[src/rtl/settings_readback_handler.sv]
// settings_readback_handler: snapshots the live settings and serialises them into a byte
// buffer RAM as id + 32-bit little-endian records. Define SETTINGS_READBACK_CHECKSUM_EN to append an XOR byte.
module settings_readback_handler #(
    parameter int ADDR_W = 5
) (
    input  logic              clk,
    input  logic              rst,
    input  logic              start,
    input  logic [7:0]        req_id,
    output logic              busy,
    output logic              done,
    output logic              error,
    output logic [7:0]        tx_len,
    input  logic [31:0]       settings_max_row,
    input  logic [31:0]       settings_max_col,
    input  logic [31:0]       settings_data_min,
    input  logic [31:0]       settings_data_max,
    output logic              ram_wr_en,
    output logic [ADDR_W-1:0] ram_wr_addr,
    output logic [7:0]        ram_wr_data
);

`ifdef SETTINGS_READBACK_CHECKSUM_EN
    localparam logic [7:0] RECORD_LEN = 8'd6;
`else
    localparam logic [7:0] RECORD_LEN = 8'd5;
`endif
    localparam logic [2:0] LAST_BYTE = 3'(RECORD_LEN - 8'd1);

    typedef enum logic [1:0] {IDLE, EMIT, DONE, ERR} state_t;

    state_t            state_q, state_d;
    logic [2:0]        byte_q, byte_d;
    logic [1:0]        rec_q, rec_d;
    logic [1:0]        rec_last_q, rec_last_d;
    logic [7:0]        id_q, id_d;
    logic [ADDR_W-1:0] addr_q, addr_d;
    logic              flushed_q, flushed_d;
    logic              snap_en;
    logic [3:0][31:0]  snap_q;

    logic              busy_d, done_d, error_d, wr_en_d;
    logic [7:0]        tx_len_d, wr_data_d;
    logic [ADDR_W-1:0] wr_addr_d;

    logic [1:0]        sel;
    logic [31:0]       cur_val;
    logic [7:0]        byte_data;
`ifdef SETTINGS_READBACK_CHECKSUM_EN
    logic [7:0]        csum_q, csum_d;
`endif

    assign sel     = 2'(id_q - 8'd1);
    assign cur_val = snap_q[sel];

    always_comb begin
        case (byte_q)
            3'd0:    byte_data = id_q;
            3'd1:    byte_data = cur_val[7:0];
            3'd2:    byte_data = cur_val[15:8];
            3'd3:    byte_data = cur_val[23:16];
            3'd4:    byte_data = cur_val[31:24];
`ifdef SETTINGS_READBACK_CHECKSUM_EN
            default: byte_data = csum_q;
`else
            default: byte_data = 8'h00;
`endif
        endcase
    end

    always_comb begin
        // NOTE: every signal gets a default first so no path can infer a latch.
        state_d    = state_q;
        byte_d     = byte_q;
        rec_d      = rec_q;
        rec_last_d = rec_last_q;
        id_d       = id_q;
        addr_d     = addr_q;
        flushed_d  = flushed_q;
        snap_en    = 1'b0;
        busy_d     = 1'b0;
        done_d     = 1'b0;
        error_d    = 1'b0;
        wr_en_d    = 1'b0;
        tx_len_d   = tx_len;
        wr_addr_d  = ram_wr_addr;
        wr_data_d  = ram_wr_data;
`ifdef SETTINGS_READBACK_CHECKSUM_EN
        csum_d     = csum_q;
`endif

        unique case (state_q)
            IDLE: begin
                if (start) begin
                    if (req_id <= 8'd4) begin
                        state_d   = EMIT;
                        snap_en   = 1'b1;
                        byte_d    = 3'd0;
                        rec_d     = 2'd0;
                        addr_d    = '0;
                        flushed_d = 1'b0;
                        if (req_id == 8'd0) begin
                            id_d       = 8'd1;
                            rec_last_d = 2'd3;
                        end else begin
                            id_d       = req_id;
                            rec_last_d = 2'd0;
                        end
                    end else begin
                        state_d = ERR;
                    end
                end
            end
            EMIT: begin
                if (flushed_q) begin
                    state_d  = DONE;
                    done_d   = 1'b1;
                    tx_len_d = (rec_last_q == 2'd3) ? RECORD_LEN * 8'd4 : RECORD_LEN;
                end else begin
                    busy_d    = 1'b1;
                    wr_en_d   = 1'b1;
                    wr_addr_d = addr_q;
                    wr_data_d = byte_data;
                    addr_d    = addr_q + 1'b1;
`ifdef SETTINGS_READBACK_CHECKSUM_EN
                    csum_d    = (byte_q == 3'd0) ? byte_data : (csum_q ^ byte_data);
`endif
                    if (byte_q == LAST_BYTE) begin
                        byte_d = 3'd0;
                        id_d   = id_q + 8'd1;
                        if (rec_q == rec_last_q) flushed_d = 1'b1;
                        else                     rec_d     = rec_q + 2'd1;
                    end else begin
                        byte_d = byte_q + 3'd1;
                    end
                end
            end
            DONE:    state_d = IDLE;
            ERR:     error_d = 1'b1;
            default: state_d = IDLE;
        endcase
    end

    // NOTE: sequential state uses non-blocking assignments so every register sees pre-edge values.
    always_ff @(posedge clk) begin
        if (rst) begin
            state_q     <= IDLE;
            byte_q      <= 3'd0;
            rec_q       <= 2'd0;
            rec_last_q  <= 2'd0;
            id_q        <= 8'd0;
            addr_q      <= '0;
            flushed_q   <= 1'b0;
            busy        <= 1'b0;
            done        <= 1'b0;
            error       <= 1'b0;
            tx_len      <= 8'd0;
            ram_wr_en   <= 1'b0;
            ram_wr_addr <= '0;
            ram_wr_data <= 8'd0;
`ifdef SETTINGS_READBACK_CHECKSUM_EN
            csum_q      <= 8'd0;
`endif
        end else begin
            state_q     <= state_d;
            byte_q      <= byte_d;
            rec_q       <= rec_d;
            rec_last_q  <= rec_last_d;
            id_q        <= id_d;
            addr_q      <= addr_d;
            flushed_q   <= flushed_d;
            busy        <= busy_d;
            done        <= done_d;
            error       <= error_d;
            tx_len      <= tx_len_d;
            ram_wr_en   <= wr_en_d;
            ram_wr_addr <= wr_addr_d;
            ram_wr_data <= wr_data_d;
`ifdef SETTINGS_READBACK_CHECKSUM_EN
            csum_q      <= csum_d;
`endif
        end
    end

    // NOTE: the snapshot is deliberately not reset; it is only read after being loaded on acceptance.
    always_ff @(posedge clk) begin
        if (snap_en)
            snap_q <= {settings_data_max, settings_data_min, settings_max_col, settings_max_row};
    end

endmodule
[config.mk]
export PLATFORM = sky130hd
export DESIGN_NAME = settings_readback_handler
export DESIGN_NICKNAME = d
export VERILOG_FILES = /design/src/rtl/settings_readback_handler.sv
export SDC_FILE = /design/constraint.sdc
export NUM_CORES = 1
export LEC_CHECK = 0
export CORE_MARGIN = 2
export CORE_UTILIZATION = 30
export CTS_CLUSTER_SIZE = 30
export DETAILED_ROUTE_END_ITERATION = 8
export DONT_BUFFER_PORTS = 1
export PLACE_DENSITY = 0.46
export SYNTH_ARGS = -nofsm -noshare
export SYNTH_HDL_FRONTEND = slang
export SYNTH_SLANG_ARGS = --single-unit
[constraint.sdc]
create_clock -name clk -period 8.8 [get_ports clk]
set_input_delay 1.32 -clock clk [delete_from_list [all_inputs] [get_ports clk]]
set_output_delay 1.32 -clock clk [all_outputs]
set_load 0.02 [all_outputs]
### Word-level counts from Yosys, hierarchy flattened

Cells that the tools add are included.

* bits in registers: 175
* input bits: 139
* output and inout port bits: 25
* word-level logic and storage cells: 97

* add/subtract/negate cells: 5
* magnitude comparators: 2
* equality and inequality tests: 15
* muxes and demuxes: 42
* bitwise gates (word level): 2
* reduce and logical (&&, ||, !) cells: 14

Operators with widths (count)
* binary-select mux 32 bit (select 2 bit): 1
* 2-to-1 mux 8 bit: 5
* case mux 8 bit (5 select lines): 1
* 2-to-1 mux 32 bit: 1
* 2-to-1 mux 5 bit: 4
* 2-to-1 mux 2 bit: 9
* case mux 8 bit (2 select lines): 1
* 2-to-1 mux 3 bit: 4
* != test 2 bit (second input constant): 6
* 2-to-1 mux 1 bit: 11
* case mux 5 bit (2 select lines): 1
* AND reduction 3 bit: 3
* adder 8 x 1 -> 8 bit (second input constant): 1
* less-or-equal comparator 8 x 3 -> 1 bit (second input constant): 1
* zero test 8 bit: 1
* == test 2 bit (second input constant): 3
* == test 3 x 2 -> 1 bit (second input constant): 2
* case mux 2 bit (3 select lines): 1
* case mux 3 bit (2 select lines): 1
* AND reduction 6 bit: 1
* adder 5 x 1 -> 5 bit (second input constant): 1
* AND reduction 5 bit: 1
* case mux 2 bit (2 select lines): 1
* AND reduction 2 bit: 2
* other kinds (16): 17

### Longest topological paths before layout

* depth after elaboration: 5
* depth in mapped cells: 10
* gate-level depth less buffers: 6

### Worst setup path before layout

Ideal clock, no wire load.

* path type: input -> register
* start: input port req_id[3]
* end: register snap_q[0] (netlist bit) (enable)
* setup time: 619 ps
* arrival time: 7164 ps
* data required time: 8181 ps
* setup slack: 1017 ps
* stages on the path: 3
* path buffers: 0
* path through: nor3_1 -> nand3_1 -> nor2_1

* longest elaborated chain between the ends: 4

RTL lines
* start: declaration: line 9 `input logic [7:0] req_id,`
* less-or-equal comparator 8 x 3 -> 1 bit: line 95 `if (req_id <= 8'd4) begin`
* 2-to-1 mux 1 bit: line 95
* 2-to-1 mux 1 bit: line 94 `if (start) begin`
* 2-to-1 mux 1 bit: line 92 `unique case (state_q)`
* via snap_en: line 39 `logic snap_en;`
* end signal: assignment: line 188 `snap_q <= {settings_data_max, settings_data_min, settings_max_col, settings_max_row};`
* end: declaration: line 40 `logic [3:0][31:0] snap_q;`

The timed path passes the listed nets, and every way through them passes these cells.
A chain may end at the register's enable or synchronous reset.

### Worst setup path in the final report

* start: input port req_id[3]
* end: register snap_q[60] (netlist bit) (enable)

Same word-level chain as after synthesis.

==> metrics.md <==
| Metric | Value |
|---|---|
| Pwr dens | `between 200 and 300 nW/um^2` |
| Antenna violations before repair | `4` |
| Cells after Synth | `525` |
| Number of synthesized flops with an enable pin | `approximately 130` |
| CP bufs+invs | `2` |
| Post-Syn Area per Cell | `13.61 sq um` |
| Slew headroom | `about 33%` |
| Vias per inst | `just over 5` |
| Max-cap violations | `0` |
| Post-synth cell types | `between 50 and 60` |
| CTS tree | `built` |
| Final setup TNS | `0 ns` |
| Placed instance area | `between 7000 and 8000 sq um` |
| Hold/Removal Path Class | `reg2reg` |
| Multi-input logic area | `2273 sq um` |
| HP Start | `addr_q[4]` |
| CP Class | `in2reg` |
| Outcome | `finished, final reports clean` |
| CP max-delay cell | `buf_4` |
| Yosys warns | `0` |
| Crit path depth | `5` |
| RSZ-0062 raised after global routing | `false` |
| Cts repair resizes | `0` |
| CTS clk-pin slew, worst paths | `0.07 ns` |
| Die footprint | `around 25000 sq um` |
| CTS Hold Bufs | `0` |
| Share of post-route cells with drive strength above 1 | `a little under an eighth` |
| Register area | `4666 sq um` |
| Grt total ovfl | `0` |
| GRT Total Usage | `between 10% and 20%` |
| I/O Buffers | `0` |
| First-pass GRT wire length | `approximately 27000 um` |
| Final worst path period share | `40.26%` |
| Number of vias in the routed layout | `roughly 4300` |
| Startpoint types | `input port` |
| Placed insts | `816` |
| Cts bufs inserted | `17` |
| # Post-CTS Setup Buffers | `0` |
| Synth area leader | `edfxtp_1` |
| Crit path from | `req_id[3]` |
| Mapped Area | `around 7100 sq um` |
| Sequential element share of the synthesized area | `65.30%` |
| Wirelength per Cell | `21.10 um` |
| Max Clk Rate | `282.2 MHz` |
| Min Tclk post-route | `3.543 ns` |
| Vias in the first global route | `about 4300` |
| Insertion delay to the later sink of the worst-skew pair | `between 0.4 and 0.5 ns` |
| Dpl hpwl | `about 13000 um` |
| Worst-margin pin slew | `~1 ns` |
| WHS Path Cells | `2` |
| First-pass iteration count of the detailed router | `5` |
| DR DRC count | `0` |
| CP required | `8.84 ns` |
| Async SR Flop Fraction | `0%` |
| #FFs+latches synth | `between 150 and 200` |
| Synth-to-Final Area Change | `12.56%` |
| Final hold viol count | `0` |
| Core area | `23400 sq um` |
| Critical R2R Launch | `id_q[0]` |
| Fill count | `about 2300` |
| Fin nets | `about 670` |
| Peak supply drop | `between 0.1 and 0.15 mV` |
| Iter 0 DRT Violations | `249` |
| FP Rows | `56` |
| ANT nets after route | `0` |
| Slew Limit Fails | `0` |
| Synth top area share | `between 50% and 60%` |
| Delay-heaviest family, CP | `buffers and inverters` |
| CTS H-Tree Depth | `4` |
| Crit Path Max Fanout | `67` |
| Critical path's largest stage delay | `0.78 ns` |
| Primary FF master, synth | `edfxtp_1` |
| Setup crit end kind | `register` |
| CTS Root Buffer Type | `clkbuf_16` |
| Die X | `about 160 um` |
| Leak pwr | `~0.0025 uW` |
| Initial core utilization | `between 30% and 40%` |
| Final setup vio count | `0` |
| CP arrival | `between 3 and 4 ns` |
| Cell area after layout | `around 8000 sq um` |
| Maximum number of pins on one net before global-route repair | `between 60 and 70` |
| Setup Skew | `between 0.008 and 0.009 ns` |
| Drt total wl | `approximately 18000 um` |
| Synth area leaders | `edfxtp_1, dfxtp_1, mux2i_1` |
| R2R cell count | `7` |
| I/O Pins | `164` |
| Die Ht | `158.3 um` |
| Cells along the critical path | `nor3_1 -> nand3_1 -> nor2_4 -> buf_4 -> buf_4` |
| Critical Path Most Common Cell | `buf_4` |
| Final GP Congestion | `just under 0.8` |
| Core Util, Final | `about 34%` |
| Num Clock Sinks | `169` |
| Non-filler cells, final | `849` |
| CTS max path bufs | `2` |
## worst register-to-register path, stage by stage (launching register included)
cell and delay (ns):
dfxtp_2 0.31, buf_4 0.49, ha_2 0.47, buf_4 0.58, mux2_2 0.44, a32o_1 0.25, a211oi_1 0.17, a211oi_1 0.09
## metal layers
layer  part of all wire (%)  vias to the layer above  track usage (%)  wire (um)
li1                       -                     2014                -          -
met1                     42                     2121            17.70       7497
met2                     49                      144            23.66       8861
met3                    7.0                       19            6.124       1253
met4                    1.5                        4            4.633        274
met5                   0.15                        -                0         27
## cell usage in the layout (no fill, tap or decap), drive strengths merged, types with 3 or more instances in the layout
master	instances
mux4	11
edfxtp	128
o21ai	10
a31oi	6
conb	5
nor4	3
nor2	29
nand2b	7
nand4	9
bufinv	3
a211oi	4
ha	11
nand3	12
a22o	6
and2	3
mux2i	41
nand3b	3
a21oi	33
a311oi	10
inv	14
nand2	29
dfxtp	41
clkbuf	19
buf	6
o31ai	8
o32ai	6
nor3	18
clkinv	4
nor2b	7
o22ai	10
## metrics by stage
stage	hold WS, ns	setup slack [ns]	total power, uW
6_report	0.4879	5.257	2321
3_5_place_dp	0.4809	4.824	1568
5_1_grt	0.5263	5.031	2440
2_1_floorplan	0.4456	1.017	1417
4_1_cts	0.4892	5.284	2358
3_3_place_gp	0.4696	4.878	1564
## cell families after synthesis
kind of cell	count (synthesis)	synth area share (%)
AO/OA/AOI/OAI	111	10.51
adder cells (fa/ha/maj)	11	1.927
XOR/XNOR	1	0.1226
flip-flops	169	65.30
AND/OR/NAND/NOR	130	9.336
other	1	0.05250
buffers and inverters	48	3.223
multiplexers	54	9.529
## Yosys cell counts, types with 8 or more instances
library cell,n
o22ai_1,10
mux4_2,11
nand4_1,9
inv_1,10
ha_1,11
nor3_1,17
nand2_1,29
mux2i_1,41
dfxtp_1,41
a311oi_1,10
clkbuf_1,18
nor2_1,29
o31ai_1,8
a21oi_1,33
buf_2,10
o21ai_0,9
nand3_1,12
edfxtp_1,128
## report_power, final
group / internal [uW] / switching [uW] / total, uW / leakage [uW]
clock network: 465 / 318 / 782 / 0.000301
registers: 888 / 43.9 / 932 / 0.00148
logic: 230 / 377 / 607 / 0.000678
## final timing paths
path,to,slack (ns)
worst min register to register,addr_q[4],0.49
worst max-delay path,snap_q[60],5.26
worst min-delay path,addr_q[4],0.49
worst max register to register,ram_wr_data[0],5.88
## registers in the layout (all words and copies together) (netlist names), 2 cells and up
name and count:
tx_len 3, addr_q 5, state_q 2, snap_q 128, byte_q 3, rec_q 2
ram_wr_data 8, id_q 8, ram_wr_addr 5
## cell type report
class | instances | area share (%)
clock buffer | 19 | 5.633
multi-input combinational | 312 | 28.28
timing repair buffer | 6 | 0.5602
clock inverter | 13 | 2.039
inverter | 10 | 0.4669
sequential | 169 | 58.03
antenna | 1 | 0.03112
tap | 319 | 4.964
Power figures use the tool's default switching activity.
